<file path="src/rtl/vec_mem_sequencer.sv">
// Vector load/store sequencer: splits a vector access into strided element accesses on the
// single data-memory port, stalls the CPU meanwhile and passes scalar traffic through otherwise.
module vec_mem_sequencer #(
    parameter int NUM_ELEM = 4,
    parameter int ELEM_W   = 32,
    parameter int ADDR_W   = 32
) (
    input  logic                       clk,
    input  logic                       rst,
    input  logic                       s_req,
    input  logic                       s_we,
    input  logic [ADDR_W-1:0]          s_addr,
    input  logic [ELEM_W-1:0]          s_wdata,
    output logic                       s_gnt,
    output logic [ELEM_W-1:0]          s_rdata,
    input  logic                       v_start,
    input  logic                       v_we,
    input  logic [ADDR_W-1:0]          v_base,
    input  logic [ADDR_W-1:0]          v_stride,
    input  logic [NUM_ELEM*ELEM_W-1:0] v_wdata,
    output logic [NUM_ELEM*ELEM_W-1:0] v_rdata,
    output logic                       v_done,
    output logic                       cpu_stall,
    output logic                       mem_read,
    output logic                       mem_write,
    output logic [ADDR_W-1:0]          mem_addr,
    output logic [ELEM_W-1:0]          mem_wdata,
    input  logic [ELEM_W-1:0]          mem_rdata
);

    localparam int IDX_W = $clog2(NUM_ELEM + 1);
    localparam int VEC_W = NUM_ELEM * ELEM_W;

    typedef enum logic [1:0] {IDLE, ACCESS, DONE} state_t;

    state_t              state, state_nxt;
    logic [IDX_W-1:0]    idx;
    logic                lat_we;
    logic [ADDR_W-1:0]   lat_base;
    logic [ADDR_W-1:0]   lat_stride;
    logic [VEC_W-1:0]    lat_wdata;
    logic [VEC_W-1:0]    rdata_q;
    logic                last_elem;
    logic [ADDR_W-1:0]   elem_addr;
    logic [ELEM_W-1:0]   elem_wdata;

    assign last_elem = (idx == IDX_W'(NUM_ELEM - 1));
    // Modular arithmetic makes a negative two's-complement stride wrap naturally.
    assign elem_addr = lat_base + ADDR_W'(idx) * lat_stride;
    assign v_rdata   = rdata_q;

    always_comb begin
        elem_wdata = '0;
        for (int i = 0; i < NUM_ELEM; i++) begin
            if (idx == IDX_W'(i)) elem_wdata = lat_wdata[i*ELEM_W +: ELEM_W];
        end
    end

    // NOTE: sequential state uses non-blocking assignments so every register samples
    // pre-edge values; blocking here would create order-dependent simulation races.
    always_ff @(posedge clk) begin
        if (rst) state <= IDLE;
        else     state <= state_nxt;
    end

    always_ff @(posedge clk) begin
        if (rst) begin
            idx     <= '0;
            rdata_q <= '0;
        end else if (state == IDLE && v_start) begin
            idx <= '0;
        end else if (state == ACCESS) begin
            idx <= idx + 1'b1;
            if (!lat_we) begin
                for (int i = 0; i < NUM_ELEM; i++) begin
                    if (idx == IDX_W'(i)) rdata_q[i*ELEM_W +: ELEM_W] <= mem_rdata;
                end
            end
        end
    end

    // NOTE: operand latches carry no reset; they are only consumed in ACCESS, which is
    // always entered through the load below, so resetting them would only cost flops.
    always_ff @(posedge clk) begin
        if (state == IDLE && v_start) begin
            lat_we     <= v_we;
            lat_base   <= v_base;
            lat_stride <= v_stride;
            lat_wdata  <= v_wdata;
        end
    end

    // NOTE: every output and the next state get a default first, so no path through the
    // case statement can leave a variable unassigned and infer a latch.
    always_comb begin
        state_nxt = state;
        s_gnt     = 1'b0;
        s_rdata   = '0;
        mem_read  = 1'b0;
        mem_write = 1'b0;
        mem_addr  = s_addr;
        mem_wdata = s_wdata;
        cpu_stall = 1'b0;
        v_done    = 1'b0;

        if (state != ACCESS) begin
            s_gnt     = s_req;
            s_rdata   = mem_rdata;
            mem_read  = s_req & ~s_we;
            mem_write = s_req & s_we;
        end

        unique case (state)
            IDLE: begin
                if (v_start) begin
                    cpu_stall = 1'b1;
                    state_nxt = ACCESS;
                end
            end
            ACCESS: begin
                cpu_stall = 1'b1;
                mem_addr  = elem_addr;
                mem_wdata = elem_wdata;
                // A reset arriving mid-vector must not let the in-flight element reach memory.
                mem_read  = ~lat_we & ~rst;
                mem_write = lat_we & ~rst;
                if (last_elem) state_nxt = DONE;
            end
            DONE: begin
                v_done    = 1'b1;
                state_nxt = IDLE;
            end
            default: state_nxt = IDLE;
        endcase
    end

endmodule

</file>
<file path="config.mk">
export PLATFORM = sky130hd
export DESIGN_NAME = vec_mem_sequencer
export DESIGN_NICKNAME = d
export VERILOG_FILES = /design/src/rtl/vec_mem_sequencer.sv
export SDC_FILE = /design/constraint.sdc
export NUM_CORES = 1
export LEC_CHECK = 0
export CAP_MARGIN = 20
export CORE_AREA = 2 2 204 206
export CTS_CLUSTER_DIAMETER = 40
export DETAILED_ROUTE_END_ITERATION = 16
export DIE_AREA = 0 0 206 208
export PLACE_DENSITY = 0.71
export SETUP_SLACK_MARGIN = 0.3
export SLEW_MARGIN = 40
export SYNTH_ARGS = -nofsm -noshare
export SYNTH_HDL_FRONTEND = slang
export SYNTH_SLANG_ARGS = --single-unit
</file>
<file path="constraint.sdc">
create_clock -name clk -period 49.3 [get_ports clk]
set_input_delay 9.86 -clock clk [delete_from_list [all_inputs] [get_ports clk]]
set_output_delay 9.86 -clock clk [all_outputs]
set_load 0.1 [all_outputs]
</file>
# After elaboration in Yosys (flattened, before gate mapping)
# Index checks and enable logic that the tools add are counted.
[op_classes] shift=0 n_mul=1 n_bitwise=8 n_mux=18 magnitude_cmp=0 reduce_logical=9 addsub=2 n_div=0 eq_ne=8
[op_table] cell="$mux W32" n=7
[op_table] cell="$add A32 B32 Y32" n=1
[op_table] cell="$mul A3 B32 Y32" n=1
[op_table] cell="$reduce_and A4 Y1" n=4
[op_table] cell="$mux W1" n=7
[op_table] cell="$eq A3 B2 Y1 const B" n=2
[op_table] cell="$and A1 B1 Y1" n=4
[op_table] cell="$mux W2" n=2
[op_table] cell="$ne A2 B2 Y1 const B" n=2
[op_table] cell="$not A1 Y1" n=4
[op_table] cell="$pmux W2 S2" n=1
[op_table] cell="$add A3 B1 Y3 const B" n=1
[op_table] cell="$eq A3 B1 Y1 const B" n=1
[op_table] cell="$logic_not A3 Y1" n=1
[op_table] cell="$eq A2 B1 Y1 const B" n=1
[op_table] cell="$eq A2 B2 Y1 const B" n=1
[op_table] cell="$logic_not A2 Y1" n=1
[op_table] cell="$ne A2 B1 Y1 const B" n=1
[op_table] cell="$pmux W1 S2" n=1
[op_table] cell="$reduce_and A2 Y1" n=1
[op_table] cell="$reduce_or A2 Y1" n=1
[op_table] cell="$logic_and A1 B1 Y1" n=1
[totals] mem_bits_rw=0 memories=0 latch_bits=0 regBits=326 wordCells=56 out_inout_bits=229 mem_bits_ro=0 input_bits=294

# Depth between registers and ports, before layout
# Gate-level depths: netlist (run 1).
[depth] depth_word=6 ltp_mapped=16 ltp_nobuf=14

# Worst setup path before layout (run 1)
# No wires, ideal clock.
[synth_timing] path_kind="in2reg" start="input v_start" end="register idx[2]" required_ps=49155 path_stages=3 path_buffers=0 arrival_time_ps=25191 setup_slack_ps=23963 setup_ps=145 path_cell_list="nor3b_1 or2_2 a211oi_1"
[synth_via] elab_chain_cells=2
[synth_lines] item="start: declaration" line="16" source="input logic v_start,"
[synth_lines] item="$logic_and A1 B1 Y1" line="70" source="end else if (state == IDLE && v_start) begin"
[synth_lines] item="$reduce_or A2 Y1 (no source line)"
[synth_lines] item="end signal: assignment" line="73" source="idx <= idx + 1'b1;"
[synth_lines] item="end: declaration" line="37" source="logic [IDX_W-1:0] idx;"
# Every way passes these cells.
# A chain may end at the register's enable or synchronous reset.

# Worst setup path after layout (run 1)
[layout_timing] start="input s_addr[31]" end="output mem_addr[31]"
[layout_via] elab_chain_cells=1
[layout_lines] item="start: declaration" line="12" source="input logic [ADDR_W-1:0] s_addr,"
[layout_lines] item="$mux W32" line="113" source="unique case (state)"
[layout_lines] item="end: declaration" line="26" source="output logic [ADDR_W-1:0] mem_addr,"
# Every way passes these cells.

==> results of run 1 <==
power groups by stage:
| stage | clock [mW] | sequential (mW) | combinational, mW |
|---|---|---|---|
| after floorplan | 0 | 0.326 | 0.124 |
| after global placement | 0 | 0.312 | 0.198 |
| after detailed placement | 0 | 0.313 | 0.190 |
| after CTS | 0.401 | 0.307 | 0.190 |
| after global routing | 0.414 | 0.308 | 0.201 |
| final | 0.394 | 0.307 | 0.190 |
critical path, cell delays in order:
cell and delay, ns:
clkdlybuf4s50_1 0.49, nand2_1 0.06, o41ai_1 0.08, o21ai_0 0.16, o211ai_1 0.10, buf_2 0.45
worst paths after layout:
check / to / slack [ns] / start
hold reg to reg: v_rdata[71] / 0.45 / v_rdata[71]
setup / recovery: mem_addr[31] / 28.25 / s_addr[31]
hold / removal: v_rdata[71] / 0.45 / v_rdata[71]
setup reg to reg: v_rdata[108] / 46.31 / state[0]
layer usage:
layer / routed length [um] / share of wire, %
met1: 20400 / 40
met4: 1580 / 3.1
met3: 3900 / 7.6
met5: 13 / 0.025
met2: 25300 / 49
cell usage in the layout (no fill, tap or decap), drive strengths merged, types with 4 or more instances in the layout:
| cell | netlist | layout |
|---|---|---|
| nand2 | 355 | 355 |
| nand3 | 8 | 8 |
| xnor2 | 20 | 20 |
| a21o | 11 | 11 |
| a211oi | 36 | 36 |
| ha | 38 | 38 |
| inv | 141 | 159 |
| xor2 | 13 | 13 |
| nand4 | 7 | 7 |
| buf | 8 | 251 |
| o21bai | 5 | 5 |
| o31ai | 4 | 4 |
| nor2b | 8 | 8 |
| and2 | 124 | 124 |
| nor2 | 56 | 56 |
| bufinv | 0 | 4 |
| fa | 59 | 59 |
| dfxtp | 133 | 133 |
| edfxtp | 193 | 193 |
| clkdlybuf4s50 | 0 | 292 |
| a21oi | 193 | 193 |
| a22oi | 32 | 32 |
| clkbuf | 88 | 61 |
| diode | 0 | 6 |
| clkinv | 0 | 20 |
| o21ai | 76 | 76 |
area by class of cell:
cell class	instances	area, um2
antenna	6	15.0
clock buffer	61	1470
clock inverter	44	462
fill	3605	17900
inverter	141	529
multi-input combinational	1082	6800
sequential	326	8460
tap	532	666
timing repair buffer	543	4260
Yosys cell counts (35+ instances only):
master / number
edfxtp_1: 193
o21ai_0: 65
and2_1: 124
nand2_1: 355
fa_1: 59
dfxtp_1: 133
inv_1: 141
a21oi_1: 189
ha_1: 38
nor2_1: 56
a211oi_1: 35
clkbuf_1: 88
state kept, by name, summed over array words and instances (netlist names):
name and flops:
idx 3, v_rdata 128, lat_wdata 128, lat_stride 32, state 2, lat_base 32
lat_we 1
logic make-up (layout without fill, tap and decap cells):
family                     count (synthesis)  count (layout)
other                                      0               6
AOI/OAI and AO/OA                        375             375
xor gates and xnor gates                  33              33
DFF                                      326             326
adders and majority gates                 97              97
and+or+nand+nor                          577             577
buffers and inverters                    237             789
through the flow:
stage	cell area (um2)	setup slack (ns)	hold slack, ns
after global routing	22700	28.19	0.465
after detailed placement	20700	28.27	0.443
after global placement	21800	27.49	0.442
after CTS	22600	28.27	0.451
after floorplan	16100	23.96	0.506
final	22700	28.25	0.450
==> impl_metrics.py, run 1 <==
metrics = {
    "yosys": {
        "synth_top_area_cell": "edfxtp_1",
        "yosys.area_share.simple_pct": 16.0,
        "synth_top_family_by_area": "simple AND/OR/NAND/NOR gates",
        "synth_nets": 2036,
        "synth_area_leaders": "edfxtp_1 36%, dfxtp_1 17%, nand2_1 8.3%",
        "synth_edf_count": 193,
        "yosysSeqAreaShare_pct": 52.5,
        "synth_mux_area_share_pct": 0,
        "synth_flop_cell": "edfxtp_1",
        "ys_async_sr_fraction_pct": 0,
        "yosysWarningCount": 0,
        "netlist.area_leader.share_pct": 36.0,
        "synth_compound_area_share_pct": 13.9,
        "synth_xor_area_share_pct": 1.79,
        "yosys_register_bits": 326,
        "synth_fa_ha_area_share_pct": 10.3,
        "syn_inst": 1645,
        "synthesis.area_um2": 16100,
        "avgSynthCellArea_um2": 9.80,
        "synth_cell_types": 52,
    },
    "sta": {
        "period_needed_ns": 21.05,
        "rsz0062_at_grt": "no",
        "setup_tns_ns": 0,
        "max_clock_freq_mhz": 47.5,
        "max-slew-margin-rel_pct": 46.1,
        "tightest_slew_ns": 0.809,
        "hold_viol": 0,
        "slew_viol_final": 0,
        "finClkSkew_ns": 0.0195,
        "post-route-period-util_pct": 42.7,
        "finalSetupViolations": 0,
    },
    "floorplanning": {
        "pin_count": 523,
        "initial_core_util_pct": 39.7,
        "die_h_um": 208,
        "core-area_um2": 40600,
        "num_rows": 74,
        "die_w_um": 206,
        "dieArea_um2": 42800,
    },
    "place": {
        "placed_cells": 2623,
        "gp_congestion": 0.912,
        "post-dp-hpwl_um": 37300,
        "port_buffers": 522,
    },
    "power_and_ir_drop": {
        "ir_drop_mv": 0.0285,
        "p_total_mw": 0.890,
        "switching_share_pct": 32.8,
        "power.leakage_nw": 9.40,
        "p_sw_mw": 0.292,
        "pwr-share-comb_pct": 21.3,
        "power_density_nw_per_um2": 39.3,
        "clkPwrFrac_pct": 44.2,
        "p_int_mw": 0.598,
        "seqPwrFrac_pct": 34.5,
    },
    "run_status": {
        "status": "finished clean",
    },
    "finish": {
        "final_cells": 2735,
        "layout.nets": 2541,
        "area_growth_pct": 40.6,
        "drive_gt1_share_pct": 16.9,
        "final_util_pct": 55.9,
    },
    "routing": {
        "dr_total_vias": 13750,
        "drc_errors": 0,
        "ant_nets": 0,
        "dr.pass1.iters": 7,
        "vias_per_cell": 5.03,
        "first_iter_violations": 753,
        "routed_wl_um": 51200,
        "wl_per_cell_um": 18.7,
    },
    "global_route": {
        "grtUsageMet1_pct": 29.4,
        "track_usage_pct": 23.6,
        "gr-total-overflow": 0,
        "met2_usage_pct": 39.8,
        "met3_usage_pct": 5.45,
        "antenna_found_initial": 6,
        "grt_max_degree": 91,
        "grt_pass1_wl_um": 77700,
        "gr-max-usage-layer": "met2",
        "first_global_vias": 13544,
    },
    "worst_hold_path": {
        "min_delay_path_depth": 2,
        "hold_path_class": "reg2reg",
    },
    "cts": {
        "cts.sinks": 326,
        "hold_buffers": 0,
        "clk_pin_slew_ns": 0.05,
        "postCtsSetupRepairBufs": 0,
        "postCtsResizedCells": 0,
        "cts.htree.levels": 2,
        "cts_max_path_buffers": 3,
        "clk_latency_ns": 0.61,
        "cts.root.buffer_cell": "clkbuf_16",
        "cts_buffers": 56,
        "cts_tree": "done",
    },
    "worst_setup_path": {
        "cp.arrival_ns": 11.19,
        "cp-end-kind": "output port",
        "critPathKind": "in2out",
        "crit_required_ns": 39.44,
        "r2r_cells": 8,
        "cp-start-kind": "input pin",
        "crit_fanout": 2,
    },
    "job": {
        "drv_cap": 0,
    },
}
No activity file was read; power rests on OpenSTA's default activity.
==> run 2, diff against run 1 <==
--- a/config.mk
+++ b/config.mk
@@ -6,11 +6,11 @@
 export NUM_CORES = 1
 export LEC_CHECK = 0
 export CAP_MARGIN = 20
-export CORE_AREA = 2 2 204 206
+export CORE_AREA = 2 2 205 207
 export CTS_CLUSTER_DIAMETER = 40
 export DETAILED_ROUTE_END_ITERATION = 16
-export DIE_AREA = 0 0 206 208
-export PLACE_DENSITY = 0.71
+export DIE_AREA = 0 0 207 209
+export PLACE_DENSITY = 0.73
 export SETUP_SLACK_MARGIN = 0.3
 export SLEW_MARGIN = 40
 export SYNTH_ARGS = -nofsm -noshare
==> constraint.sdc (replaced) <==
create_clock -name clk -period 17.7 [get_ports clk]
set_input_delay 3.54 -clock clk [delete_from_list [all_inputs] [get_ports clk]]
set_output_delay 3.54 -clock clk [all_outputs]
set_load 0.1 [all_outputs]
==> run 2 against run 1 <==
Via count fell by 1.2%. Critical path depth is 8 higher. Non-clock buffer count fell by 1. Global-route usage is 1.1 points lower. Flip-flop and latch count unchanged. Routed wire length decreased by 2.5%. Register-to-register slack worse by 31 ns. Utilization decreased by 1.3 points.
==> impl_metrics.py, run 2 (synthesized netlist as in run 1, its figures left out) <==
metrics = {
    "run_status": {
        "status": "finished clean",
    },
    "sta": {
        "slew_viol_final": 0,
        "rsz0062_at_grt": "no",
        "tightest_slew_ns": 0.780,
        "hold_viol": 0,
        "post-route-period-util_pct": 48.7,
        "max-slew-margin-rel_pct": 48.0,
        "period_needed_ns": 8.62,
        "finClkSkew_ns": 0.0114,
        "finalSetupViolations": 0,
        "setup_tns_ns": 0,
        "max_clock_freq_mhz": 116,
    },
    "floorplanning": {
        "die_h_um": 209,
        "num_rows": 75,
        "die_w_um": 207,
        "initial_core_util_pct": 39.0,
        "pin_count": 523,
        "core-area_um2": 41300,
        "dieArea_um2": 43300,
    },
    "routing": {
        "routed-wl-met3_um": 3640,
        "dr.max_layer_used": "met4",
        "wl_per_cell_um": 18.2,
        "drc_errors": 0,
        "routed_wl_um": 49900,
        "first_iter_violations": 829,
        "dr.pass1.iters": 5,
        "vias_per_cell": 4.96,
        "wl_met1_um": 20100,
        "met2WireLength_um": 24300,
        "dr_total_vias": 13587,
        "ant_nets": 0,
    },
    "worst_setup_path": {
        "critPathKind": "reg2out",
        "crit_required_ns": 14.16,
        "cp-start-kind": "flip-flop",
        "crit_fanout": 35,
        "cp.arrival_ns": 5.08,
        "cp-end-kind": "output port",
    },
    "job": {
        "drv_cap": 0,
    },
    "cts": {
        "postCtsSetupRepairBufs": 0,
        "clk_latency_ns": 0.58,
        "cts.htree.levels": 2,
        "cts_buffers": 53,
        "clk_pin_slew_ns": 0.05,
        "hold_buffers": 0,
        "cts.sinks": 326,
        "cts_max_path_buffers": 3,
        "postCtsResizedCells": 0,
        "cts.root.buffer_cell": "clkbuf_16",
        "cts_tree": "done",
    },
    "place": {
        "dpl_cell_area_um2": 20700,
        "gp_congestion": 0.889,
        "port_buffers": 522,
        "post-dp-hpwl_um": 36100,
        "placed_cells": 2628,
    },
    "finish": {
        "drive_gt1_share_pct": 16.4,
        "final_cells": 2739,
        "final_common_cell": "nand2_1",
        "stdcell_area_um2": 22500,
        "area_growth_pct": 39.9,
        "final_cell_mix": "354 x nand2_1, 292 x clkdlybuf4s50_1, 229 x buf_2, 193 x edfxtp_1, 189 x a21oi_1",
        "final_util_pct": 54.6,
        "layout.nets": 2537,
    },
    "global_route": {
        "antenna_found_initial": 10,
        "grt_pass1_wl_um": 76500,
        "grt_max_degree": 86,
        "track_usage_pct": 22.6,
        "gr-total-overflow": 0,
        "first_global_vias": 13616,
    },
    "worst_hold_path": {
        "hold_path_class": "reg2reg",
    },
    "power_and_ir_drop": {
        "power_density_nw_per_um2": 106,
        "power.leakage_nw": 9.32,
        "ir_drop_mv": 0.0732,
    },
}
run 2: cell count changes in the layout (fill, tap and decap cells not counted), moves of 3 or more:
cell       previous run  this run
clkbuf_16            58        55
inv_6                12         6
clkinv_1              5         2
clkbuf_1              2        12
inv_8                 5         2
clkinv_4              7         3
diode_2               6        10
run 2: critical path, cell delays in order, from the launching register on:
cell and delay [ns]:
dfxtp_2 0.75, nand2_1 0.16, fa_1 0.51, fa_1 0.49, inv_1 0.06, fa_1 0.39
a21oi_1 0.18, nor2b_1 0.08, a311o_1 0.43, a31oi_4 0.28, o21ai_2 0.15, a31oi_4 0.28
o21ai_0 0.15, o211ai_1 0.11, buf_2 0.46
run 2: area by class of cell:
type / instances / area [um2]
fill: 3653 / 18700
sequential: 326 / 8460
multi-input combinational: 1082 / 6820
timing repair buffer: 542 / 4270
clock buffer: 70 / 1460
tap: 539 / 674
inverter: 141 / 529
clock inverter: 29 / 305
antenna: 10 / 25.0
run 2: per-stage QoR:
step | setup WS, ns | hold WS [ns] | total power, mW
detailed placement | 9.26 | 0.443 | 1.40
finish | 9.08 | 0.449 | 2.40
global route | 8.77 | 0.465 | 2.49
global placement | 8.54 | 0.442 | 1.42
floorplan | 5.83 | 0.506 | 1.25
CTS | 9.03 | 0.450 | 2.43
run 2: per-layer routing:
layer	up-vias	GRT usage [%]
li1	6544	-
met1	6428	27.5
met2	520	37.6
met3	95	5.43
met4	0	11.0
met5	-	0
run 2: final timing paths:
kind               startpoint      endpoint  slack [ns]  cells past startpoint
hold / removal    v_rdata[69]   v_rdata[69]        0.45                      2
setup reg to reg       idx[1]  v_rdata[107]       14.89                      7
hold reg to reg   v_rdata[69]   v_rdata[69]        0.45                      2
setup / recovery       idx[1]  mem_addr[31]        9.08                     14
run 2: power breakdown:
| group | total [mW] | internal, mW | switching, mW | leakage (nW) |
|---|---|---|---|---|
| Clock | 1.01 | 0.644 | 0.371 | 0.867 |
| Sequential | 0.857 | 0.843 | 0.0133 | 2.92 |
| Combinational | 0.529 | 0.148 | 0.381 | 5.53 |
==> run 3, diff against run 2 <==
==> constraint.sdc (replaced) <==
create_clock -name clk -period 7.4 [get_ports clk]
set_input_delay 1.48 -clock clk [delete_from_list [all_inputs] [get_ports clk]]
set_output_delay 1.48 -clock clk [all_outputs]
set_load 0.1 [all_outputs]
==> run 3 against run 2 <==
Clock-buffer cell count shrank 12. Non-clock buffer count up 1. Global-route usage grew 0.16 points. Combinational power grew 140%. Routed wire length is 1.4% higher.
==> impl_metrics.py, run 3 (synthesized netlist as in run 1, its figures left out) <==
metrics = {
    "cts": {
        "cts_max_path_buffers": 3,
        "cts.sinks": 326,
        "postCtsSetupRepairBufs": 0,
        "cts_buffers": 50,
        "hold_buffers": 0,
        "postCtsResizedCells": 0,
        "clk_pin_slew_ns": 0.05,
        "cts_tree": "done",
        "clk_latency_ns": 0.57,
        "cts.htree.levels": 2,
        "cts.root.buffer_cell": "clkbuf_16",
    },
    "sta": {
        "max_clock_freq_mhz": 154,
        "setup_tns_ns": 0,
        "hold_viol": 0,
        "tightest_slew_ns": 0.751,
        "max-slew-margin-rel_pct": 50.0,
        "period_needed_ns": 6.48,
        "slew_viol_final": 0,
        "finClkSkew_ns": 0.0129,
        "finalSetupViolations": 0,
        "rsz0062_at_grt": "no",
        "post-route-period-util_pct": 87.6,
    },
    "worst_setup_path": {
        "crit_fanout": 19,
        "cp_cell_sequence": "buf_4 > and2_1 > fa_1 > inv_1 > fa_1 > inv_1 > ha_1 > a21oi_1 > o21ai_1 > a211oi_1 > o22ai_1 > a2111oi_4 > a21oi_2 > xnor2_1 > o21ai_1 > buf_4",
        "cpPeakStageDelay_ns": 0.66,
        "cp-end-kind": "output port",
        "cp-start-kind": "flip-flop",
        "critPathKind": "reg2out",
        "cp.arrival_ns": 5.00,
        "crit_slowest_cell": "dfxtp_1",
        "critPathTopFamily": "compound AO/OA/AOI/OAI gates",
        "crit_required_ns": 5.92,
        "cp_num_buf_inv": 4,
    },
    "global_route": {
        "grt_max_degree": 85,
        "track_usage_pct": 22.7,
        "antenna_found_initial": 5,
        "gr-total-overflow": 0,
        "grt_pass1_wl_um": 76800,
        "first_global_vias": 13527,
    },
    "worst_hold_path": {
        "hold_path_class": "reg2reg",
    },
    "place": {
        "gp_congestion": 0.908,
        "dpl_cell_area_um2": 20800,
        "placed_cells": 2631,
        "port_buffers": 522,
        "post-dp-hpwl_um": 37100,
    },
    "finish": {
        "final_cell_mix": "354 x nand2_1, 292 x clkdlybuf4s50_1, 203 x buf_2, 193 x edfxtp_1, 189 x a21oi_1",
        "stdcell_area_um2": 22500,
        "area_growth_pct": 39.6,
        "final_common_cell": "nand2_1",
        "final_cells": 2726,
        "layout.nets": 2535,
        "fill_cells": 3660,
        "drive_gt1_share_pct": 16.4,
    },
    "floorplanning": {
        "initial_core_util_pct": 39.0,
        "die_h_um": 209,
        "dieArea_um2": 43300,
        "num_rows": 75,
        "die_w_um": 207,
        "pin_count": 523,
        "core-area_um2": 41300,
    },
    "routing": {
        "routed_wl_um": 50700,
        "first_iter_violations": 946,
        "dr_total_vias": 13526,
        "ant_nets": 0,
        "wl_per_cell_um": 18.6,
        "dr.pass1.iters": 8,
        "vias_per_cell": 4.96,
        "drc_errors": 0,
    },
    "power_and_ir_drop": {
        "power.leakage_nw": 9.29,
        "ir_drop_mv": 0.188,
        "power_density_nw_per_um2": 250,
    },
    "job": {
        "drv_cap": 0,
    },
    "run_status": {
        "status": "finished clean",
    },
}
## run 3: changes by cell type in the layout (fill, tap and decap cells not counted), moves of 2 or more
cell,previous run,this run
clkinv_1,2,5
clkinv_2,9,6
clkbuf_16,55,51
clkinv_4,3,5
buf_6,2,0
buf_16,0,2
buf_4,16,44
clkbuf_1,12,4
buf_2,229,203
diode_2,10,4
## run 3: worst paths after layout
| check | cells after the start | endpoint | start | slack [ns] |
|---|---|---|---|---|
| setup reg to reg | 7 | v_rdata[107] | idx[0] | 4.56 |
| hold / removal | 2 | v_rdata[80] | v_rdata[80] | 0.45 |
| setup / recovery | 16 | mem_addr[30] | idx[0] | 0.92 |
| hold reg to reg | 2 | v_rdata[80] | v_rdata[80] | 0.45 |
## run 3: worst reg2reg max path: stages (launching register included)
cell and delay [ns]:
dfxtp_1 0.66, buf_4 0.34, ha_1 0.19, ha_2 0.61, and2_1 0.23, buf_4 0.37
nand2_1 0.23, a21oi_1 0.16
## run 3: area by class of cell
cell class                      instances  area [um2]  area share (%)
Sequential cell                       326        8460            37.6
Multi-Input combinational cell       1082        6820            30.3
Timing Repair Buffer                  543        4360            19.4
Clock buffer                           58        1330            5.92
Tap cell                              539         674            3.00
Inverter                              141         529            2.35
Clock inverter                         33         312            1.38
Antenna cell                            4        10.0          0.0445
## run 3: metal layers
| metal | global-route usage [%] | vias to the layer above | routed length (um) |
|---|---|---|---|
| li1 | - | 6516 | - |
| met5 | 0 | - | 16 |
| met1 | 27.5 | 6401 | 20200 |
| met3 | 5.29 | 95 | 3610 |
| met4 | 8.33 | 2 | 1530 |
| met2 | 39.5 | 512 | 25300 |
## run 3: stage by stage
step	power (mW)	worst slack [ns]	hold slack (ns)	util (%)
3_5_place_dp	3.37	1.54	0.443	50.5
2_1_floorplan	2.98	0.324	0.506	-
4_1_cts	5.69	0.911	0.451	54.5
3_3_place_gp	3.40	1.25	0.441	52.7
6_report	5.63	0.921	0.449	54.5
5_1_grt	5.83	0.660	0.469	54.5
## run 3: where the power goes
part           switching (mW)  total [mW]  internal [mW]
logic                   0.911        1.28          0.370
registers              0.0362        2.05           2.02
clock network           0.883        2.29           1.41
total                    1.83        5.63           3.80
